### config.mk
export PLATFORM = sky130hd
export DESIGN_NAME = parking_rate_engine
export DESIGN_NICKNAME = d
export VERILOG_FILES = /design/src/rtl/parking_rate_engine.sv
export SDC_FILE = /design/constraint.sdc
export NUM_CORES = 1
export LEC_CHECK = 0
export ABC_AREA = 1
export CORE_MARGIN = 3
export CORE_UTILIZATION = 40
export CTS_BUF_LIST = sky130_fd_sc_hd__clkbuf_16
export DETAILED_ROUTE_END_ITERATION = 12
export PLACE_DENSITY_LB_ADDON = 0.2
export SLEW_MARGIN = 15
export SYNTH_ARGS = -nofsm -noshare
export SYNTH_HDL_FRONTEND = slang
export SYNTH_SLANG_ARGS = --single-unit
export TNS_END_PERCENT = 5
### constraint.sdc
create_clock -name clk -period 3 [get_ports clk]
set_clock_uncertainty 0.05 [all_clocks]
set_input_delay 0.45 -clock clk [delete_from_list [all_inputs] [get_ports clk]]
set_output_delay 0.45 -clock clk [all_outputs]
set_load 0.01 [all_outputs]
### src/rtl/parking_rate_engine.sv
// parking_rate_engine: seconds -> rounded-up minutes x location/band rate -> cents, bit-serial.
// Build option COST_SAT_EN: saturate cost on overflow instead of keeping the low bits.
module parking_rate_engine #(
    parameter int SEC_W  = 12,
    parameter int CST_W  = 14,
    parameter int LOC_W  = 3,
    parameter int RATE_W = 8
) (
    input  logic              clk,
    input  logic              rst_n,
    input  logic              in_valid_i,
    output logic              in_ready_o,
    input  logic [SEC_W-1:0]  sec_count_i,
    input  logic [LOC_W-1:0]  location_i,
    input  logic [4:0]        hour_i,
    output logic              out_valid_o,
    input  logic              out_ready_i,
    output logic [CST_W-1:0]  cost_o,
    output logic              ovf_o,
    output logic              hour_err_o,
    input  logic              rate_we_i,
    input  logic [LOC_W-1:0]  rate_loc_i,
    input  logic [1:0]        rate_band_i,
    input  logic [RATE_W-1:0] rate_wdata_i
);
    localparam int NUM_LOC = 2 ** LOC_W;
    localparam int PW = SEC_W + RATE_W;
    localparam int CW = $clog2(PW + 1);
`ifdef COST_SAT_EN
    localparam bit SAT = 1'b1;
`else
    localparam bit SAT = 1'b0;
`endif

    typedef enum logic [2:0] {IDLE, DIV60, MUL, DIV100, DONE} state_t;

    state_t            state_q, state_d;
    logic [CW-1:0]     cnt_q, cnt_d;
    logic [SEC_W-1:0]  sec_q, sec_d, min_q, min_d;
    logic [7:0]        r_q, r_d, rs60, rs100;
    logic [PW-1:0]     mc_q, mc_d, p_q, p_d;
    logic [CST_W-1:0]  cost_q, cost_d;
    logic              ovf_q, ovf_d, herr_q, herr_d;
    logic              ge60, ge100, hbad;
    logic [1:0]        band;
    logic [RATE_W-1:0] tbl_q [NUM_LOC][4];

    function automatic logic [RATE_W-1:0] def_rate(input int l, input int b);
        int v;
        v = (l == 0) ? (b == 1 ? 167 : b == 2 ? 189 : 145)
                     : (b == 0 ? 134 : b == 1 ? 156 : b == 2 ? 178 : 156);
        return RATE_W'(v);
    endfunction

    assign band = hour_i < 5'd8 ? 2'd0 : hour_i < 5'd13 ? 2'd1 : hour_i < 5'd18 ? 2'd2 : 2'd3;

    // The accept-cycle read sees the pre-write table contents since writes land on the edge.
    always_ff @(posedge clk or negedge rst_n) begin
        if (!rst_n) begin
            for (int l = 0; l < NUM_LOC; l++)
                for (int b = 0; b < 4; b++)
                    tbl_q[l][b] <= def_rate(l, b);
        end else if (rate_we_i) begin
            tbl_q[rate_loc_i][rate_band_i] <= rate_wdata_i;
        end
    end

    always_ff @(posedge clk or negedge rst_n) begin
        if (!rst_n) begin
            state_q <= IDLE;
            cnt_q   <= '0;
            sec_q   <= '0;
            min_q   <= '0;
            r_q     <= '0;
            mc_q    <= '0;
            p_q     <= '0;
            cost_q  <= '0;
            ovf_q   <= 1'b0;
            herr_q  <= 1'b0;
        end else begin
            state_q <= state_d;
            cnt_q   <= cnt_d;
            sec_q   <= sec_d;
            min_q   <= min_d;
            r_q     <= r_d;
            mc_q    <= mc_d;
            p_q     <= p_d;
            cost_q  <= cost_d;
            ovf_q   <= ovf_d;
            herr_q  <= herr_d;
        end
    end

    always_comb begin
        state_d = state_q;
        cnt_d   = cnt_q;
        sec_d   = sec_q;
        min_d   = min_q;
        r_d     = r_q;
        mc_d    = mc_q;
        p_d     = p_q;
        cost_d  = cost_q;
        ovf_d   = ovf_q;
        herr_d  = herr_q;
        hbad    = hour_i >= 5'd24;
        rs60    = {r_q[6:0], sec_q[SEC_W-1]};
        rs100   = {r_q[6:0], p_q[PW-1]};
        ge60    = rs60 >= 8'd60;
        ge100   = rs100 >= 8'd100;
        case (state_q)
            IDLE: if (in_valid_i) begin
                sec_d   = sec_count_i;
                mc_d    = PW'(tbl_q[location_i][band]);
                p_d     = '0;
                r_d     = '0;
                cnt_d   = '0;
                cost_d  = '0;
                ovf_d   = 1'b0;
                herr_d  = hbad;
                state_d = hbad ? DONE : DIV60;
            end
            // Extra cycle at the end rounds the minute count up.
            DIV60: if (cnt_q == CW'(SEC_W)) begin
                min_d   = sec_q + SEC_W'(r_q != 8'd0);
                cnt_d   = '0;
                state_d = MUL;
            end else begin
                r_d   = ge60 ? rs60 - 8'd60 : rs60;
                sec_d = {sec_q[SEC_W-2:0], ge60};
                cnt_d = cnt_q + 1'b1;
            end
            // The +50 for half-up rounding is folded into the last partial-product add.
            MUL: begin
                p_d   = p_q + (min_q[0] ? mc_q : '0) + (cnt_q == CW'(SEC_W - 1) ? PW'(50) : '0);
                mc_d  = mc_q << 1;
                min_d = min_q >> 1;
                cnt_d = cnt_q + 1'b1;
                if (cnt_q == CW'(SEC_W - 1)) begin
                    cnt_d   = '0;
                    r_d     = '0;
                    state_d = DIV100;
                end
            end
            DIV100: begin
                r_d   = ge100 ? rs100 - 8'd100 : rs100;
                p_d   = {p_q[PW-2:0], ge100};
                cnt_d = cnt_q + 1'b1;
                if (cnt_q == CW'(PW - 1)) begin
                    ovf_d   = (p_d >> CST_W) != '0;
                    cost_d  = (ovf_d && SAT) ? '1 : p_d[CST_W-1:0];
                    state_d = DONE;
                end
            end
            DONE: state_d = out_ready_i ? IDLE : DONE;
            default: state_d = IDLE;
        endcase
    end

    assign in_ready_o  = rst_n && state_q == IDLE;
    assign out_valid_o = state_q == DONE;
    assign cost_o      = cost_q;
    assign ovf_o       = ovf_q;
    assign hour_err_o  = herr_q;
endmodule

==> out/qor.csv <==
metric;value;unit
flop and latch count out of synthesis;352;
final WL;49900;µm
post-layout util;0.461;
Die Y-Extent;219;µm
antenna cells;0;
count of cell types in the netlist;45;
RSZ-0062 raised after global routing;no;
GRT busiest layer;met2;
Async SR Flop Fraction;1.00;
Critical Path RT;3390;ps
post-route ant nets;0;
status;completed;
final period utilization;0.929;
I/O pin total;56;
initial antenna violation count;0;
crit end category;register;
Synth area leaders;dfrtp_1, dfstp_2, nand2_1, nand3_1, o21ai_0;
most common cell after layout, fill and taps aside;nand2_1;
setup TNS;0;ps
worst r2r src;cnt_q[0];
htree depth;2;
Mean Syn Cell Area;7.91;µm²
most frequent CP cell;nand2_1;
Post-synth EDFFs;0;
Synth Cell Area;0.0181;mm²
Std-Cell Rows;77;
pre-CTS setup slack;63.6;ps
Longest Clk Path Bufs;3;
die width;219;µm
CP Class;reg -> reg;
fraction of layout cells with a size suffix above 1;0.120;
WL/cell;17.0;µm
Mapped Cells;2291;
via count;15400;
Peak VDD IR;0.415;mV
Min Hold Slack;268;ps
Pwr Density;590;mW/mm²
vias per std cell;5.26;
Setup-failing EPs final;0;
crit-path max FO;4;
CP delay by family, top;adder cells;
grt met2 use;0.350;
final net count;2396;
Worst path slowest cell;fa_1;
Hold Crit Class;in -> async;
Worst-Skew Late Latency;580;ps
most frequent cells in the layout;nand2_1, nand3_1, o21ai_0;
Reg clk slew, reported paths;60;ps
met3 usage;0.0285;
largest area contributor in the netlist;dfrtp_1;
Synth top area share;0.318;
worst path cell trace;ha_1, nand4_1, inv_2, fa_1, ha_1, inv_1, fa_2, inv_2, nand3_1, nand3_2, nand2_1, nand2_2, nand3_1, nand2_1, nand2_1, nand3_1, nand2_1;
worst setup margin;212;ps
Leakage;9.56;nW
gr ovfl total;0;
Worst path depth;17;
Post-CTS Setup Inserts;0;
r2r endpoint;p_q[17];
First-pass DRT Iterations;7;
syn_nets;2374;
maximum clock frequency;0.359;GHz
largest net degree at the start of global routing;132;
endpoints failing hold;0;
Max-Slew Margin vs Limit;0.329;
Tightest Pin Transition;1010;ps
Root Driver;clkbuf_16;
All-Layer GR Usage;0.211;
Reg2Reg Depth;17;
DRC;0;
number of buffers created by CTS;40;
Die ar.;0.0479;mm²
first-pass GRT wire length;81600;µm
placed cells;2862;
IO Port Bufs;55;
CP startpoint kind;register;
post-DP HPWL;32000;µm
CTS tree;yes;
fin. max-slew vios;0;
vias in the first global route;15000;
WP buf/inv;3;
Tmin final;2790;ps
CTS Sinks;352;
Synth-to-Final Area Change;13.3;%
worst stage delay on the critical path;510;ps
Routability Congestion;0.862;
Initial DRC Count;1297;
Worst Path Arrival;3180;ps
final cell count without fillers;2937;
met1 capacity usage during global routing;0.292;
warnings from Yosys;0;
number of max-cap violations;0;
Starting Density;0.407;
register area share after synthesis;0.494;
CORE AREA;0.0445;mm²
Post-synth top flop;dfrtp_1;
worst reg-to-reg setup slack;210;ps
## cells in the mapped netlist, types with 2 or more instances
master    instances
a22oi_1           7
xor2_1           13
o21ai_1          28
nand3b_1          5
o22ai_1          16
nand2_2           3
fa_1              4
o211ai_1         15
o21ai_0         275
a31oi_1           3
nor2_4            4
nand2_1         772
buf_4             5
nor2_2            2
a21oi_1          49
dfrtp_1         230
nor3_2            8
dfstp_2         122
nand3_1         288
a21oi_2           2
nor4_1            3
nor3_1            8
ha_1             41
buf_1            11
o221ai_1          5
nand2_4           2
nor3_4            4
a21o_1            2
nor4_4            2
xnor2_1           6
o21ai_2           2
nand4_1           2
nor2_1           92
buf_2            38
inv_1           123
clkbuf_1         69
clkinv_1          4
inv_2            14
buf_6             6
## state kept, by name, summed over array words and instances (netlist names)
name	cells
tbl_q	256
mc_q	20
p_q	20
cost_o	14
min_q	12
sec_q	12
r_q	8
cnt_q	5
state_q	3
hour_err_o	1
ovf_o	1
## final cells by class
class / instances / area, µm²
clock buffer: 41 / 1030
clock inverter: 33 / 228
fill: 4440 / 24000
inverter: 141 / 531
multi-input combinational: 1669 / 8050
sequential: 352 / 8960
tap: 592 / 741
timing repair buffer: 109 / 1010
## timing repair
item                                   in CTS  in global routing
endpoints found under the hold margin      24                  0
gates resized for setup                     0                  5
setup endpoints to repair                   0                  4
hold buffers                                1                  0
## report_power, final
| group | switching [mW] | leakage, nW | internal, mW |
|---|---|---|---|
| registers | 0.335 | 4.26 | 5.63 |
| clock network | 2.05 | 0.642 | 2.66 |
| logic | 0.901 | 4.66 | 0.553 |
## logic make-up (layout without fill, tap and decap cells)
| group | after synthesis | count (layout) | share of synthesized area |
|---|---|---|---|
| buffers and inverters | 270 | 324 | 0.0621 |
| xor gates and xnor gates | 19 | 19 | 0.00918 |
| and+or+nand+nor | 1199 | 1199 | 0.283 |
| AOI/OAI and AO/OA | 406 | 406 | 0.119 |
| DFF | 352 | 352 | 0.494 |
| adders and majority gates | 45 | 45 | 0.0327 |
## worst max-delay path by stage
stage / slack (ps) / start / to
after global placement: 120 / cnt_q[0] / p_q[17]
after CTS: 40 / cnt_q[0] / p_q[17]
after floorplan: 230 / cnt_q[0] / p_q[17]
final: 210 / cnt_q[0] / p_q[17]
after global routing: 20 / cnt_q[0] / p_q[17]
after detailed placement: 60 / cnt_q[0] / p_q[17]
## per-stage QoR
step	cell area, µm²	power (mW)
floorplan	18100	6.93
global placement	19300	7.42
detailed placement	19300	7.49
CTS	20500	12.3
global route	20500	12.8
finish	20500	12.1
## metal layers
layer  wire length [µm]  vias to the layer above
met2              23700                      310
met4               1100                        0
met3               2140                       79
met1              23000                     7485
met5                  0                        -
li1                   -                     7569
Note: power is estimated with default switching activity, not from simulation.
